==> config.mk <==
export PLATFORM = sky130hd
export DESIGN_NAME = pixel_threshold_stream
export DESIGN_NICKNAME = d
export VERILOG_FILES = /design/src/rtl/pixel_threshold_stream.sv
export SDC_FILE = /design/constraint.sdc
export NUM_CORES = 1
export LEC_CHECK = 0
export BUFFER_PORTS_ARGS = -buffer_cell sky130_fd_sc_hd__buf_2
export CAP_MARGIN = 20
export CORE_ASPECT_RATIO = 0.6
export CORE_UTILIZATION = 58
export CTS_CLUSTER_SIZE = 10
export DETAILED_ROUTE_END_ITERATION = 7
export PLACE_DENSITY = 0.78
export SLEW_MARGIN = 20
export SYNTH_ARGS = -nofsm -noshare
export SYNTH_HDL_FRONTEND = slang
export SYNTH_SLANG_ARGS = --single-unit
==> constraint.sdc <==
create_clock -name clk -period 3.5 [get_ports clk]
set_clock_uncertainty 0.05 [all_clocks]
set_input_delay 0.175 -clock clk [delete_from_list [all_inputs] [get_ports clk]]
set_output_delay 0.175 -clock clk [all_outputs]
set_load 0.01 [all_outputs]
==> src/rtl/pixel_threshold_stream.sv <==
// pixel_threshold_stream
//   Streaming pixel threshold filter. Accepts one pixel per cycle over a
//   valid/ready handshake and applies one of four threshold modes against
//   lower/upper thresholds. The result is registered, so it appears one cycle
//   after accept. Config writes land in shadow registers and are committed to
//   the active set only at frame boundaries. A saturating per-frame count of
//   passing pixels is published when the last pixel of each frame is accepted.
//
// Ports
//   clk, rst           rising-edge clock, async active-high reset
//   cfg_we/addr/data   shadow config write (0 lo, 1 hi, 2 mode, 3 dropped)
//   in_valid/ready     input handshake; in_data pixel, in_last end of frame
//   out_valid/ready    output handshake; out_data filtered pixel,
//                      out_last end of frame, out_pass pass predicate
//   frame_count        passing-pixel count of the last completed frame
//   frame_done         one-cycle pulse when frame_count updates

module pixel_threshold_stream #(
    parameter int unsigned       DATA_W    = 8,
    parameter int unsigned       COUNT_W   = 20,
    parameter logic [DATA_W-1:0] THR_RESET = DATA_W'(8'h80)
) (
    input  logic               clk,
    input  logic               rst,
    input  logic               cfg_we,
    input  logic [1:0]         cfg_addr,
    input  logic [DATA_W-1:0]  cfg_data,
    input  logic               in_valid,
    output logic               in_ready,
    input  logic [DATA_W-1:0]  in_data,
    input  logic               in_last,
    output logic               out_valid,
    input  logic               out_ready,
    output logic [DATA_W-1:0]  out_data,
    output logic               out_last,
    output logic               out_pass,
    output logic [COUNT_W-1:0] frame_count,
    output logic               frame_done
);

    typedef enum logic [1:0] {
        ModeToZero    = 2'd0,
        ModeBinary    = 2'd1,
        ModeBand      = 2'd2,
        ModeInvBinary = 2'd3
    } mode_e;

    localparam logic [DATA_W-1:0]  PixMax = '1;
    localparam logic [COUNT_W-1:0] CntMax = '1;

    // Shadow (written by cfg port) and active (used by datapath) settings
    logic [DATA_W-1:0] lo_sh_q, hi_sh_q;
    mode_e             mode_sh_q;
    logic [DATA_W-1:0] lo_q, hi_q;
    mode_e             mode_q;

    logic               in_frame_q;
    logic [COUNT_W-1:0] acc_q;

    logic               accept;
    logic               commit;
    logic               pix_pass;
    logic [DATA_W-1:0]  pix_out;
    logic [COUNT_W-1:0] acc_next;

    // Single output register: free slot, or the occupant leaves this cycle
    assign in_ready = !out_valid || out_ready;
    assign accept   = in_valid && in_ready;

    // Commit on the last pixel of a frame, or on any idle cycle between frames
    assign commit = (accept && in_last) || (!in_frame_q && !accept);

    always_comb begin
        pix_pass = 1'b0;
        pix_out  = '0;
        unique case (mode_q)
            ModeToZero: begin
                pix_pass = in_data > lo_q;
                pix_out  = pix_pass ? in_data : '0;
            end
            ModeBinary: begin
                pix_pass = in_data > lo_q;
                pix_out  = pix_pass ? PixMax : '0;
            end
            ModeBand: begin
                // hi <= lo leaves an empty window, so nothing passes
                pix_pass = (in_data > lo_q) && (in_data <= hi_q);
                pix_out  = pix_pass ? in_data : '0;
            end
            ModeInvBinary: begin
                pix_pass = in_data <= lo_q;
                pix_out  = pix_pass ? PixMax : '0;
            end
        endcase
    end

    // Saturating increment of the running pass count
    always_comb begin
        acc_next = acc_q;
        if (pix_pass && (acc_q != CntMax)) begin
            acc_next = acc_q + COUNT_W'(1);
        end
    end

    // Shadow config registers
    always_ff @(posedge clk or posedge rst) begin
        if (rst) begin
            lo_sh_q   <= THR_RESET;
            hi_sh_q   <= PixMax;
            mode_sh_q <= ModeToZero;
        end else if (cfg_we) begin
            case (cfg_addr)
                2'd0:    lo_sh_q   <= cfg_data;
                2'd1:    hi_sh_q   <= cfg_data;
                2'd2:    mode_sh_q <= mode_e'(cfg_data[1:0]);
                default: ;
            endcase
        end
    end

    // Active config; nonblocking read of shadow means a same-cycle cfg write
    // waits for the following commit opportunity
    always_ff @(posedge clk or posedge rst) begin
        if (rst) begin
            lo_q   <= THR_RESET;
            hi_q   <= PixMax;
            mode_q <= ModeToZero;
        end else if (commit) begin
            lo_q   <= lo_sh_q;
            hi_q   <= hi_sh_q;
            mode_q <= mode_sh_q;
        end
    end

    // Output register stage
    always_ff @(posedge clk or posedge rst) begin
        if (rst) begin
            out_valid <= 1'b0;
            out_data  <= '0;
            out_last  <= 1'b0;
            out_pass  <= 1'b0;
        end else if (accept) begin
            out_valid <= 1'b1;
            out_data  <= pix_out;
            out_last  <= in_last;
            out_pass  <= pix_pass;
        end else if (out_ready) begin
            out_valid <= 1'b0;
        end
    end

    // Frame tracking and pass counter
    always_ff @(posedge clk or posedge rst) begin
        if (rst) begin
            in_frame_q  <= 1'b0;
            acc_q       <= '0;
            frame_count <= '0;
            frame_done  <= 1'b0;
        end else begin
            frame_done <= 1'b0;
            if (accept) begin
                in_frame_q <= !in_last;
                if (in_last) begin
                    frame_count <= acc_next;
                    acc_q       <= '0;
                    frame_done  <= 1'b1;
                end else begin
                    acc_q <= acc_next;
                end
            end
        end
    end

endmodule

---- Word level (Yosys, flattened, before mapping) ----
Cells that the tools add are included.
storage, ports and cells
  input port bits ......................... 24
  logic and storage cells ................. 55
  register bits after elaboration ......... 89
operators by class
  $lt $le $gt $ge ......................... 3
  reduce and logical (&&, ||, !) cells .... 19
  eq/ne operators ......................... 6
  muxes and demuxes ....................... 12
  add/subtract/negate cells ............... 1
operators by type and width
  operator               count
  $mux 20                2
  $mux 8                 4
  $pmux 8 s4             1
  $add 20x1->20 const B  1
  $ne 20x20->1 const B   1
  $le 8x8->1             2
  $gt 8x8->1             1
  $reduce_and 2->1       4
  $eq 2x2->1 const B     3
  $logic_and 1x1->1      5
  $eq 2x1->1 const B     2
  $logic_not 1->1        4
  $logic_not 2->1        2
  $mux 1                 4
  $pmux 1 s3             1
  $logic_or 1x1->1       2
  $reduce_bool 2->1      1
  $reduce_or 2->1        1

---- Longest topological paths before layout ----
  word-level depth ........................ 6
  depth in mapped cells ................... 11
  mapped depth without buffers ............ 9

---- Least setup slack after synthesis ----
Ideal clock, no wire load.
  path type ............................... reg-to-reg
  from .................................... reg lo_q[7]
  to ...................................... reg frame_count[11]
  stages on the path, launching flop included .. 10
  setup slack ............................. 924 ps
  buffers on the path ..................... 0
  clock period less this slack ............ 2,576 ps
  arrival ................................. 2,457 ps
  cell sequence ........................... dfstp_2 -> inv_1 -> ha_1 -> nand4_1 -> nor2_1 -> a211o_1 -> and3_4 -> or4_4 -> or4_1 -> nand3_1
on the way
  cells in the longest elaborated chain, start to end .. 5
  elaborated cells between the ends (all ways) .. 6
  classes of those cells .................. order compare (2); mux (2); reduce/logical (2)
RTL lines
  element                   line        RTL
  start: declaration        54          logic [DATA_W-1:0] lo_q, hi_q;
  start signal: assignment  129         lo_q <= lo_sh_q;
  $gt 8x8->1                78, 82, 87
  $logic_and 1x1->1         87          pix_pass = (in_data > lo_q) && (in_data <= hi_q);
  $pmux 1 s3 (*)            76          unique case (mode_q)
  $logic_and 1x1->1 (*)     100         if (pix_pass && (acc_q != CntMax)) begin
  $mux 20 (*)               100
  end signal: assignment    164         frame_count <= acc_next;
  end: declaration          37          output logic [COUNT_W-1:0] frame_count,
Mark *: on every way between the ends. The rest lies on a longest branch, timed or not.
A chain may end at the register's enable or synchronous reset.

---- Worst setup path in the final report ----
  from .................................... reg lo_q[7]
  to ...................................... reg frame_count[4]
The elaborated chain is that of the path after synthesis.

==> flow_metrics.env <==
export IMPL_critical_path_max_stage_delay_ps=810
export IMPL_cts_buffers=9
export IMPL_grt_busiest_layer="met2"
export IMPL_cp_common_cell="nand4_1"
export IMPL_cellLeakagePower_uw=0.00235
export IMPL_ys_warn_count=0
export IMPL_slew_viol_final=0
export IMPL_antenna_found_initial=0
export IMPL_synth_top_area_share=0.378
export IMPL_grt_setup_unrepaired="false"
export IMPL_drt_iter0_drc=462
export IMPL_coreArea_sq_mm=0.00754
export IMPL_worstPathCellList="inv_1, ha_1, nand4_1, o21ai_0, o2bb2ai_1, o21a_1, nand4_1, a31oi_1"
export IMPL_setup_tns_ps=0
export IMPL_max_slew_margin_rel=0.354
export IMPL_crit_arrival_ps=3280
export IMPL_use_met2=0.452
export IMPL_drv_cap=0
export IMPL_hold_ws_ps=16.7
export IMPL_grt_pass1_wl_um=20000
export IMPL_wl_um=11900
export IMPL_reg2reg_to="frame_count[4]$_DFFE_PP0P_"
export IMPL_min_from="in_valid"
export IMPL_cp_top_family="compound AO/OA/AOI/OAI gates"
export IMPL_grt_pass1_vias=4020
export IMPL_pre_cts_slack_ps=505
export IMPL_viasPerCell=6.43
export IMPL_status="finished, final reports clean"
export IMPL_synth_edf_count=0
export IMPL_dr_pass1_iters=5
export IMPL_clock_sinks=89
export IMPL_post_route_min_period_ps=3080
export IMPL_clkTransAtPathRegs_ps=70
export IMPL_r2r_cells=8
export IMPL_die_h_um=71.7
export IMPL_grt_ovfl_total=0
export IMPL_syn_avg_cell_area_sq_um=9.79
export IMPL_die_width_um=118
export IMPL_die_area_sq_mm=0.00848
export IMPL_min_period_over_period=0.880
export IMPL_layout_setup_ws_ps=421
export IMPL_cp_slowest_cell="o21a_1"
export IMPL_layout_drive_gt1_share=0.244
export IMPL_async_flop_share=1.00
export IMPL_initial_core_util=0.623
export IMPL_seq_area_frac_synth=0.479
export IMPL_synth_common_cells="dfrtp_1, nand2_1, nor2_1"
export IMPL_antenna_left=0
export IMPL_startpoint_type="flip-flop"
export IMPL_hold_class="input port to flip-flop"
export IMPL_antenna_cells=0
export IMPL_clk_insertion_delay_late_ps=340
export IMPL_place_hpwl_um=8200
export IMPL_irDropWorstVdd_uv=385
export IMPL_hold_viol_final=0
export IMPL_ios=57
export IMPL_place_gp_congestion=0.872
export IMPL_ys_types=54
export IMPL_gr_usage_met3=0.0597
export IMPL_num_rows=24
export IMPL_yosysMostFrequentCell="dfrtp_1"
export IMPL_cp_required_ps=3700
export IMPL_min_to="out_valid$_DFFE_PP0P_"
export IMPL_ys_ff_latch=89
export IMPL_root_buffer="clkbuf_16"
export IMPL_clockBufferDepth=2
export IMPL_crit_fanout=26
export IMPL_r2r_setup_slack_ps=420
export IMPL_crit_type="flip-flop to flip-flop"
export IMPL_final_nets=569
export IMPL_p_per_area_mw_per_mm2=665
export IMPL_tightest_slew_ps=969
export IMPL_num_vias=4096
export IMPL_cts_tree="yes"
export IMPL_synth_fp_nets=521
export IMPL_synth_area_leaders="dfrtp_1, dfstp_2, mux2_2"
export IMPL_ctsHoldBuffers=1
export IMPL_drc_errors=0
export IMPL_max_freq_ghz=0.325
export IMPL_yosys_area_top_type="dfrtp_1"
export IMPL_io_buffers=56
export IMPL_synthCells=480
export IMPL_use_met1=0.446
export IMPL_ys_flop_type="dfrtp_1"
export IMPL_holdPathStages=2
export IMPL_setup_viol=0
export IMPL_post_cts_setup_buffers=0
export IMPL_syn_to_final_growth_pct=13.8
export IMPL_synth_area_sq_mm=0.00470
export IMPL_worstSetupEndpointType="flip-flop"
export IMPL_cp_buffers_inverters=1
export IMPL_track_usage=0.305
export IMPL_h_tree_depth=3
export IMPL_r2r_start="lo_q[7]$_DFFE_PP1P_"
export IMPL_cts_resized=0
export IMPL_wl_per_cell_um=18.7
export IMPL_grt_max_degree=46
## area by class of cell
class | instances | area [sq um]
fillers | 577 | 2190
well taps | 104 | 130
repair buffers | 63 | 335
multi-input cells | 332 | 2220
clock buffers | 13 | 240
clock inverters | 3 | 43.8
inverters | 33 | 125
flip-flops and latches | 89 | 2250
## cell usage in the layout, fill, tap and decap left out, types with 19 or more instances in the layout
cell type	count
dfrtp_1	71
buf_2	56
nand2_1	49
nor2_1	33
inv_1	29
o21ai_0	27
mux2_2	22
nand4_1	20
nand3_1	19
a31oi_1	19
## per-stage QoR
step                cell area (sq um)  cells   util  power, uW
floorplan                        4700    480      -       2240
global placement                 5050    620  0.670       2540
detailed placement               5050    620  0.670       2600
CTS                              5350    637  0.709       3550
global route                     5350    637  0.709       3760
finish                           5350    637  0.709       3550
## registers in the layout, summed over array words and instances, names as in the netlist, 2 cells and up
signal       cells
lo_q             8
mode_sh_q        2
lo_sh_q          8
frame_count     20
hi_sh_q          8
mode_q           2
acc_q           20
hi_q             8
out_data         8
## routing by layer
layer	wire [um]	share of wire
met5	0	0
met4	151	0.013
met3	939	0.079
met2	5210	0.44
met1	5590	0.47
## worst max path at each step
stage / start / end / slack [ps] / cells past startpoint
after floorplan: lo_q[7]$_DFFE_PP1P_ / frame_count[11]$_DFFE_PP0P_ / 920 / 9
after global placement: lo_q[7]$_DFFE_PP1P_ / frame_count[3]$_DFFE_PP0P_ / 640 / 8
after detailed placement: lo_q[7]$_DFFE_PP1P_ / frame_count[5]$_DFFE_PP0P_ / 510 / 8
after CTS: lo_q[7]$_DFFE_PP1P_ / frame_count[19]$_DFFE_PP0P_ / 440 / 8
after global routing: lo_q[7]$_DFFE_PP1P_ / frame_count[4]$_DFFE_PP0P_ / 160 / 8
final: lo_q[7]$_DFFE_PP1P_ / frame_count[4]$_DFFE_PP0P_ / 420 / 8
## power breakdown
group | leakage (uW) | total (uW) | switching, uW | internal [uW]
Clock | 0.000138 | 942 | 388 | 555
Sequential | 0.00104 | 1550 | 227 | 1330
Combinational | 0.00116 | 1060 | 653 | 407
Total | 0.00235 | 3550 | 1270 | 2290
## kinds of logic (layout without fill, tap and decap cells)
kind of cell / after synthesis / after routing / share of synthesized area
and+or+nand+nor: 178 / 178 / 0.201
adders and majority gates: 17 / 17 / 0.0453
muxes: 22 / 22 / 0.0527
buffers and inverters: 59 / 112 / 0.0498
DFF: 89 / 89 / 0.479
xor gates and xnor gates: 1 / 1 / 0.00186
AOI/OAI and AO/OA: 114 / 114 / 0.170
(Power assumes the default switching activity.)
